===== config.mk =====
export PLATFORM = sky130hd
export DESIGN_NAME = uart_rx_deframer
export DESIGN_NICKNAME = d
export VERILOG_FILES = /design/src/rtl/uart_pkg.sv /design/src/rtl/uart_sync2.sv /design/src/rtl/uart_rx_deframer.sv
export SDC_FILE = /design/constraint.sdc
export NUM_CORES = 1
export LEC_CHECK = 0
export ABC_AREA = 1
export CAP_MARGIN = 20
export CELL_PAD_IN_SITES_DETAIL_PLACEMENT = 2
export CELL_PAD_IN_SITES_GLOBAL_PLACEMENT = 2
export CORE_AREA = 2 2 78 80
export CTS_CLUSTER_SIZE = 40
export DETAILED_ROUTE_END_ITERATION = 16
export DIE_AREA = 0 0 80 82
export MAX_ROUTING_LAYER = met4
export PLACE_DENSITY = 0.8
export SLEW_MARGIN = 20
export SYNTH_ARGS = -nofsm -noshare
export SYNTH_HDL_FRONTEND = slang
export SYNTH_SLANG_ARGS = --single-unit
export TNS_END_PERCENT = 30

===== constraint.sdc =====
create_clock -name clk -period 2.1 [get_ports clk]
set_clock_uncertainty 0.15 [all_clocks]
set_input_delay 0.42 -clock clk [delete_from_list [all_inputs] [get_ports clk]]
set_output_delay 0.42 -clock clk [all_outputs]
set_load 0.01 [all_outputs]

===== src/rtl/uart_pkg.sv =====
// Shared definitions for the UART receive path: FSM state codes,
// oversampling ratio and default frame parameters.
package uart_pkg;

    localparam int OVERSAMPLE      = 16;
    localparam int DEFAULT_DBIT    = 8;
    localparam int DEFAULT_SB_TICK = 16;

    typedef logic [2:0] state_t;

    localparam state_t ST_IDLE   = 3'd0;
    localparam state_t ST_START  = 3'd1;
    localparam state_t ST_DATA   = 3'd2;
    localparam state_t ST_PARITY = 3'd3;
    localparam state_t ST_STOP   = 3'd4;

endpackage


===== src/rtl/uart_sync2.sv =====
// Two-flop synchronizer for a single asynchronous input; both flops reset
// to RESET_VAL so an idle-high line does not look like a start bit.
module uart_sync2 #(
    parameter bit RESET_VAL = 1'b1
) (
    input  logic clk,
    input  logic reset_n,
    input  logic d,
    output logic q
);

    logic meta;

    // NOTE: non-blocking assignments keep the two stages a true shift
    // register; blocking ones would collapse them into a single flop.
    always_ff @(posedge clk or negedge reset_n) begin
        if (!reset_n) begin
            meta <= RESET_VAL;
            q    <= RESET_VAL;
        end else begin
            meta <= d;
            q    <= meta;
        end
    end

endmodule


===== src/rtl/uart_rx_deframer.sv =====
// UART receiver: 16x oversampled start/data/stop deframing with frame error
// flag. Define UART_RX_PARITY_EN to add a parity bit check (PARITY_ODD).
module uart_rx_deframer
    import uart_pkg::*;
#(
    parameter int DBIT    = DEFAULT_DBIT,
    parameter int SB_TICK = DEFAULT_SB_TICK
`ifdef UART_RX_PARITY_EN
    ,
    parameter bit PARITY_ODD = 1'b0
`endif
) (
    input  logic            clk,
    input  logic            reset_n,
    input  logic            rx,
    input  logic            s_tick,
    output logic [DBIT-1:0] rx_dout,
    output logic            rx_done_tick,
    output logic            frame_err,
    output logic            parity_err
);

    localparam int NW = $clog2(DBIT);
    // Tick counter is 4 bits for one stop bit; 1.5 or 2 stop bits need 5.
    localparam int SW = (SB_TICK > OVERSAMPLE) ? $clog2(SB_TICK) : 4;

    localparam logic [SW-1:0] S_MID  = SW'(OVERSAMPLE / 2 - 1);
    localparam logic [SW-1:0] S_BIT  = SW'(OVERSAMPLE - 1);
    localparam logic [SW-1:0] S_STOP = SW'(SB_TICK - 1);
    localparam logic [NW-1:0] N_LAST = NW'(DBIT - 1);

    logic            rx_s;
    state_t          state;
    logic [SW-1:0]   s;
    logic [NW-1:0]   n;
    logic [DBIT-1:0] b;

    uart_sync2 #(
        .RESET_VAL(1'b1)
    ) u_sync (
        .clk    (clk),
        .reset_n(reset_n),
        .d      (rx),
        .q      (rx_s)
    );

`ifdef UART_RX_PARITY_EN
    logic par_err_r;
    logic par_exp;

    // Expected line bit: even parity makes the total count of ones even.
    assign par_exp = (^b) ^ PARITY_ODD;
`else
    assign parity_err = 1'b0;
`endif

    always_ff @(posedge clk or negedge reset_n) begin
        if (!reset_n) begin
            state        <= ST_IDLE;
            s            <= '0;
            n            <= '0;
            b            <= '0;
            rx_dout      <= '0;
            rx_done_tick <= 1'b0;
            frame_err    <= 1'b0;
`ifdef UART_RX_PARITY_EN
            par_err_r    <= 1'b0;
            parity_err   <= 1'b0;
`endif
        end else begin
            rx_done_tick <= 1'b0;
            case (state)
                ST_IDLE: begin
                    if (!rx_s) begin
                        state <= ST_START;
                        s     <= '0;
                    end
                end
                ST_START: begin
                    if (s_tick) begin
                        if (s == S_MID) begin
                            // Line back high at mid start bit: a glitch, not a frame.
                            if (!rx_s) begin
                                state <= ST_DATA;
                                s     <= '0;
                                n     <= '0;
                            end else begin
                                state <= ST_IDLE;
                            end
                        end else begin
                            s <= s + 1'b1;
                        end
                    end
                end
                ST_DATA: begin
                    if (s_tick) begin
                        if (s == S_BIT) begin
                            s <= '0;
                            b <= {rx_s, b[DBIT-1:1]};
                            if (n == N_LAST) begin
`ifdef UART_RX_PARITY_EN
                                state <= ST_PARITY;
`else
                                state <= ST_STOP;
`endif
                            end else begin
                                n <= n + 1'b1;
                            end
                        end else begin
                            s <= s + 1'b1;
                        end
                    end
                end
`ifdef UART_RX_PARITY_EN
                ST_PARITY: begin
                    if (s_tick) begin
                        if (s == S_BIT) begin
                            s         <= '0;
                            par_err_r <= (rx_s != par_exp);
                            state     <= ST_STOP;
                        end else begin
                            s <= s + 1'b1;
                        end
                    end
                end
`endif
                ST_STOP: begin
                    if (s_tick) begin
                        if (s == S_STOP) begin
                            // A low stop (break) still completes the frame; IDLE
                            // re-arms on the low line afterwards.
                            state        <= ST_IDLE;
                            rx_done_tick <= 1'b1;
                            rx_dout      <= b;
                            frame_err    <= ~rx_s;
`ifdef UART_RX_PARITY_EN
                            parity_err   <= par_err_r;
`endif
                        end else begin
                            s <= s + 1'b1;
                        end
                    end
                end
                default: state <= ST_IDLE;
            endcase
        end
    end

endmodule


==> summary.md <==
| Metric | Value |
|---|---|
| Compound-Gate Fraction of Synth Area | 0.0915 |
| Clock Power Share | 0.233 |
| Syn nets | around 220 |
| Slew @ Worst Pin | 522 ps |
| Hold depth | 0 |
| Die area | 6560 um2 |
| Nets | 236 |
| Share of cells above drive strength 1 | 0.200 |
| Combinational family with the most area after synthesis | simple AND/OR/NAND/NOR gates |
| Outcome | complete, no violations |
| Switch Pwr | 0.957 mW |
| Seq/Total Area, Yosys | 0.448 |
| # diodes | 0 |
| Most frequent cells in the layout | nand2_1, dfrtp_1, inv_1 |
| Synthesized cell area | 1680 um2 |
| Fin. Hold Viols | 0 |
| Crit-path max FO | 7 |
| Post-CTS resize count | 0 |
| Final wirelength | 4.35 mm |
| CTS tree | built |
| Initial Utilization | 0.293 |
| Worst Setup Slack, final | 260 ps |
| Critical Path RT | 2130 ps |
| Worst slack, placed | between 100 and 150 ps |
| DRC viols | 0 |
| Clk_lat worst skew | 280 ps |
| Rows | 28 |
| Synthesized area per cell | 7.97 um2 |
| Gpl congestion | 0.747 |
| YS warnings | 0 |
| Post-synthesis mux area share | 0 |
| Sw frac | 0.447 |
| Via count | 1431 |
| Port Buffer Count | 13 |
| Vias/cell | 4.69 |
| Hold worst-path end | u_sync.q |
| Power Internal | roughly 1.2 mW |
| Root Driver | clkbuf_8 |
| RSZ-0062 raised after global routing | no |
| Reg-to-Reg End | state[1] |
| Die width | about 80 um |
| Comb pwr share | 0.429 |
| Arrival time at the worst endpoint | between 1500 and 2000 ps |
| Core box area | roughly 5700 um2 |
| Largest net degree at the start of global routing | 31 |
| Die span in y | 82 um |
| Worst Setup End Kind | flop |
| H-tree depth | 2 |
| Tcrit/Tclk final | 0.876 |
| Worst reg2reg path depth | 8 |
| Io pins | 15 |
| Tmin final | 1840 ps |
| Area grow syn2layout | 17.6% |
| Synth unique cells | 27 |
| Fin. max-slew vios | 0 |
| Num Clock Sinks | 30 |
| Setup TNS | 0 ps |
| Worst r2r src | s[0] |
| Hold Path Class | reg2reg |
| Mapped Cells | 211 |
| Setup CP Type | reg2reg |
| Simple-gate portion of the synthesized area | 0.343 |
| Final setup viols | 0 |
| PwrDens | 1080 nW/um2 |
| Hpwl dp | around 3.3 mm |
| Vias in the first global route | 1538 |
| Most common cell after layout, fill and taps aside | nand2_1 |
| Hold-fix buffers at CTS | 0 |
| Fmax | 0.544 GHz |
| Leak pwr | about 1.0 nW |
| Seq pwr share | 0.339 |
| 1st-iter DRT viols | 28 |
| R2r setup slk | 260 ps |
| First-pass GRT wire length | 7.32 mm |
| Antenna violations before repair | 0 |
| Max-cap violations | 0 |
| GRT overflow | 0 |
| Peak supply drop | 469 uV |
| Clk slew on worst S/H paths | ~70 ps |
| WL/cell | about 14 um |
| GRT Overall Usage | 0.152 |
| Adder-cell share of the synthesized area | 0.0223 |
| Antenna Nets Post-Route | 0 |
| Setup crit start kind | flop |
| Cts bufs inserted | 5 |
| Longest Clk Path Bufs | 2 |
| DRT Pass-1 Iters | 5 |
| XOR/XNOR Fraction of Synth Area | 0.00521 |
| Hold Crit Start | u_sync.meta |
| Yosys reg bits | 30 |
| Postcts setup bufs | 0 |
| Slew headroom | 0.649 |
stage by stage:
step | util | cell area (um2) | hold slack [ps] | cells | power [mW]
6_report | 0.344 | 1980 | 211 | 305 | 2.14
5_1_grt | 0.344 | 1980 | 213 | 305 | 2.33
4_1_cts | 0.344 | 1980 | 214 | 305 | 2.20
3_5_place_dp | 0.328 | 1880 | 204 | 297 | 1.68
3_3_place_gp | 0.328 | 1880 | 198 | 297 | 1.63
2_1_floorplan | - | 1680 | -25.6 | 211 | 1.40
cell families (layout without fill, tap and decap cells):
logic type	count (synthesis)	in the layout
buffers and inverters	31	50
AND/OR/NAND/NOR	123	123
AO/OA/AOI/OAI	22	22
XOR/XNOR	1	1
flip-flops	30	30
adder cells (fa/ha/maj)	3	3
other	1	1
state kept, by name, summed over array words and instances, names as in the netlist:
| register | count |
|---|---|
| b | 8 |
| frame_err | 1 |
| n | 3 |
| rx_done_tick | 1 |
| rx_dout | 8 |
| s | 4 |
| state | 3 |
| u_sync.meta | 1 |
| u_sync.q | 1 |
worst max path at each step:
| stage | start | depth (start not counted) | endpoint | slack (ps) |
|---|---|---|---|---|
| after floorplan | s[0] | 8 | state[2] | 560 |
| after global placement | s_tick | 8 | n[2] | 200 |
| after detailed placement | s_tick | 8 | n[0] | 140 |
| after CTS | s[0] | 8 | s[1] | 230 |
| after global routing | s[0] | 8 | state[2] | 90 |
| final | s[0] | 8 | state[1] | 260 |
cell type report:
class | instances | area (um2)
Fill cell | 703 | 3770
Multi-Input combinational cell | 150 | 781
Sequential cell | 30 | 753
Timing Repair Buffer | 16 | 153
Inverter | 26 | 101
Tap cell | 75 | 93.8
Clock buffer | 6 | 82.6
Clock inverter | 2 | 12.5
power groups by stage:
stage               clock, mW  sequential (mW)  combinational, mW
global route            0.541            0.735               1.06
floorplan                   0            0.707              0.692
finish                  0.498            0.725              0.918
CTS                     0.520            0.726              0.949
global placement            0            0.735              0.898
detailed placement          0            0.735              0.947
cells in the mapped netlist, drive strengths merged:
master   n  share of area
clkinv   1         0.0030
o21ai   17          0.071
buf      5          0.028
dfstp    2          0.031
dfrtp   28           0.42
xor2     1         0.0052
nor3     1         0.0030
conb     1         0.0022
nor2    21          0.054
a21oi    4          0.016
nand2   72           0.17
nand4    4          0.015
nand3b   2         0.0089
nand3   23          0.092
ha       3          0.022
inv     25          0.057
o21bai   1         0.0045
layer usage:
metal | vias up | routed length, um | global-route usage
met5 | - | 0 | -
met4 | 0 | 59 | 0.0458
met3 | 7 | 79 | 0.0264
met2 | 17 | 2150 | 0.258
met1 | 706 | 2060 | 0.185
li1 | 701 | - | -
critical path, cell delays in order (launching register included):
cell     delay (ps)
dfrtp_1         480
ha_1            270
nand2_1         110
nor2_2          230
a21oi_2         100
nor2_2          180
nand2_1         100
nand2_1          70
nand2_1          50
(Power assumes the default switching activity.)
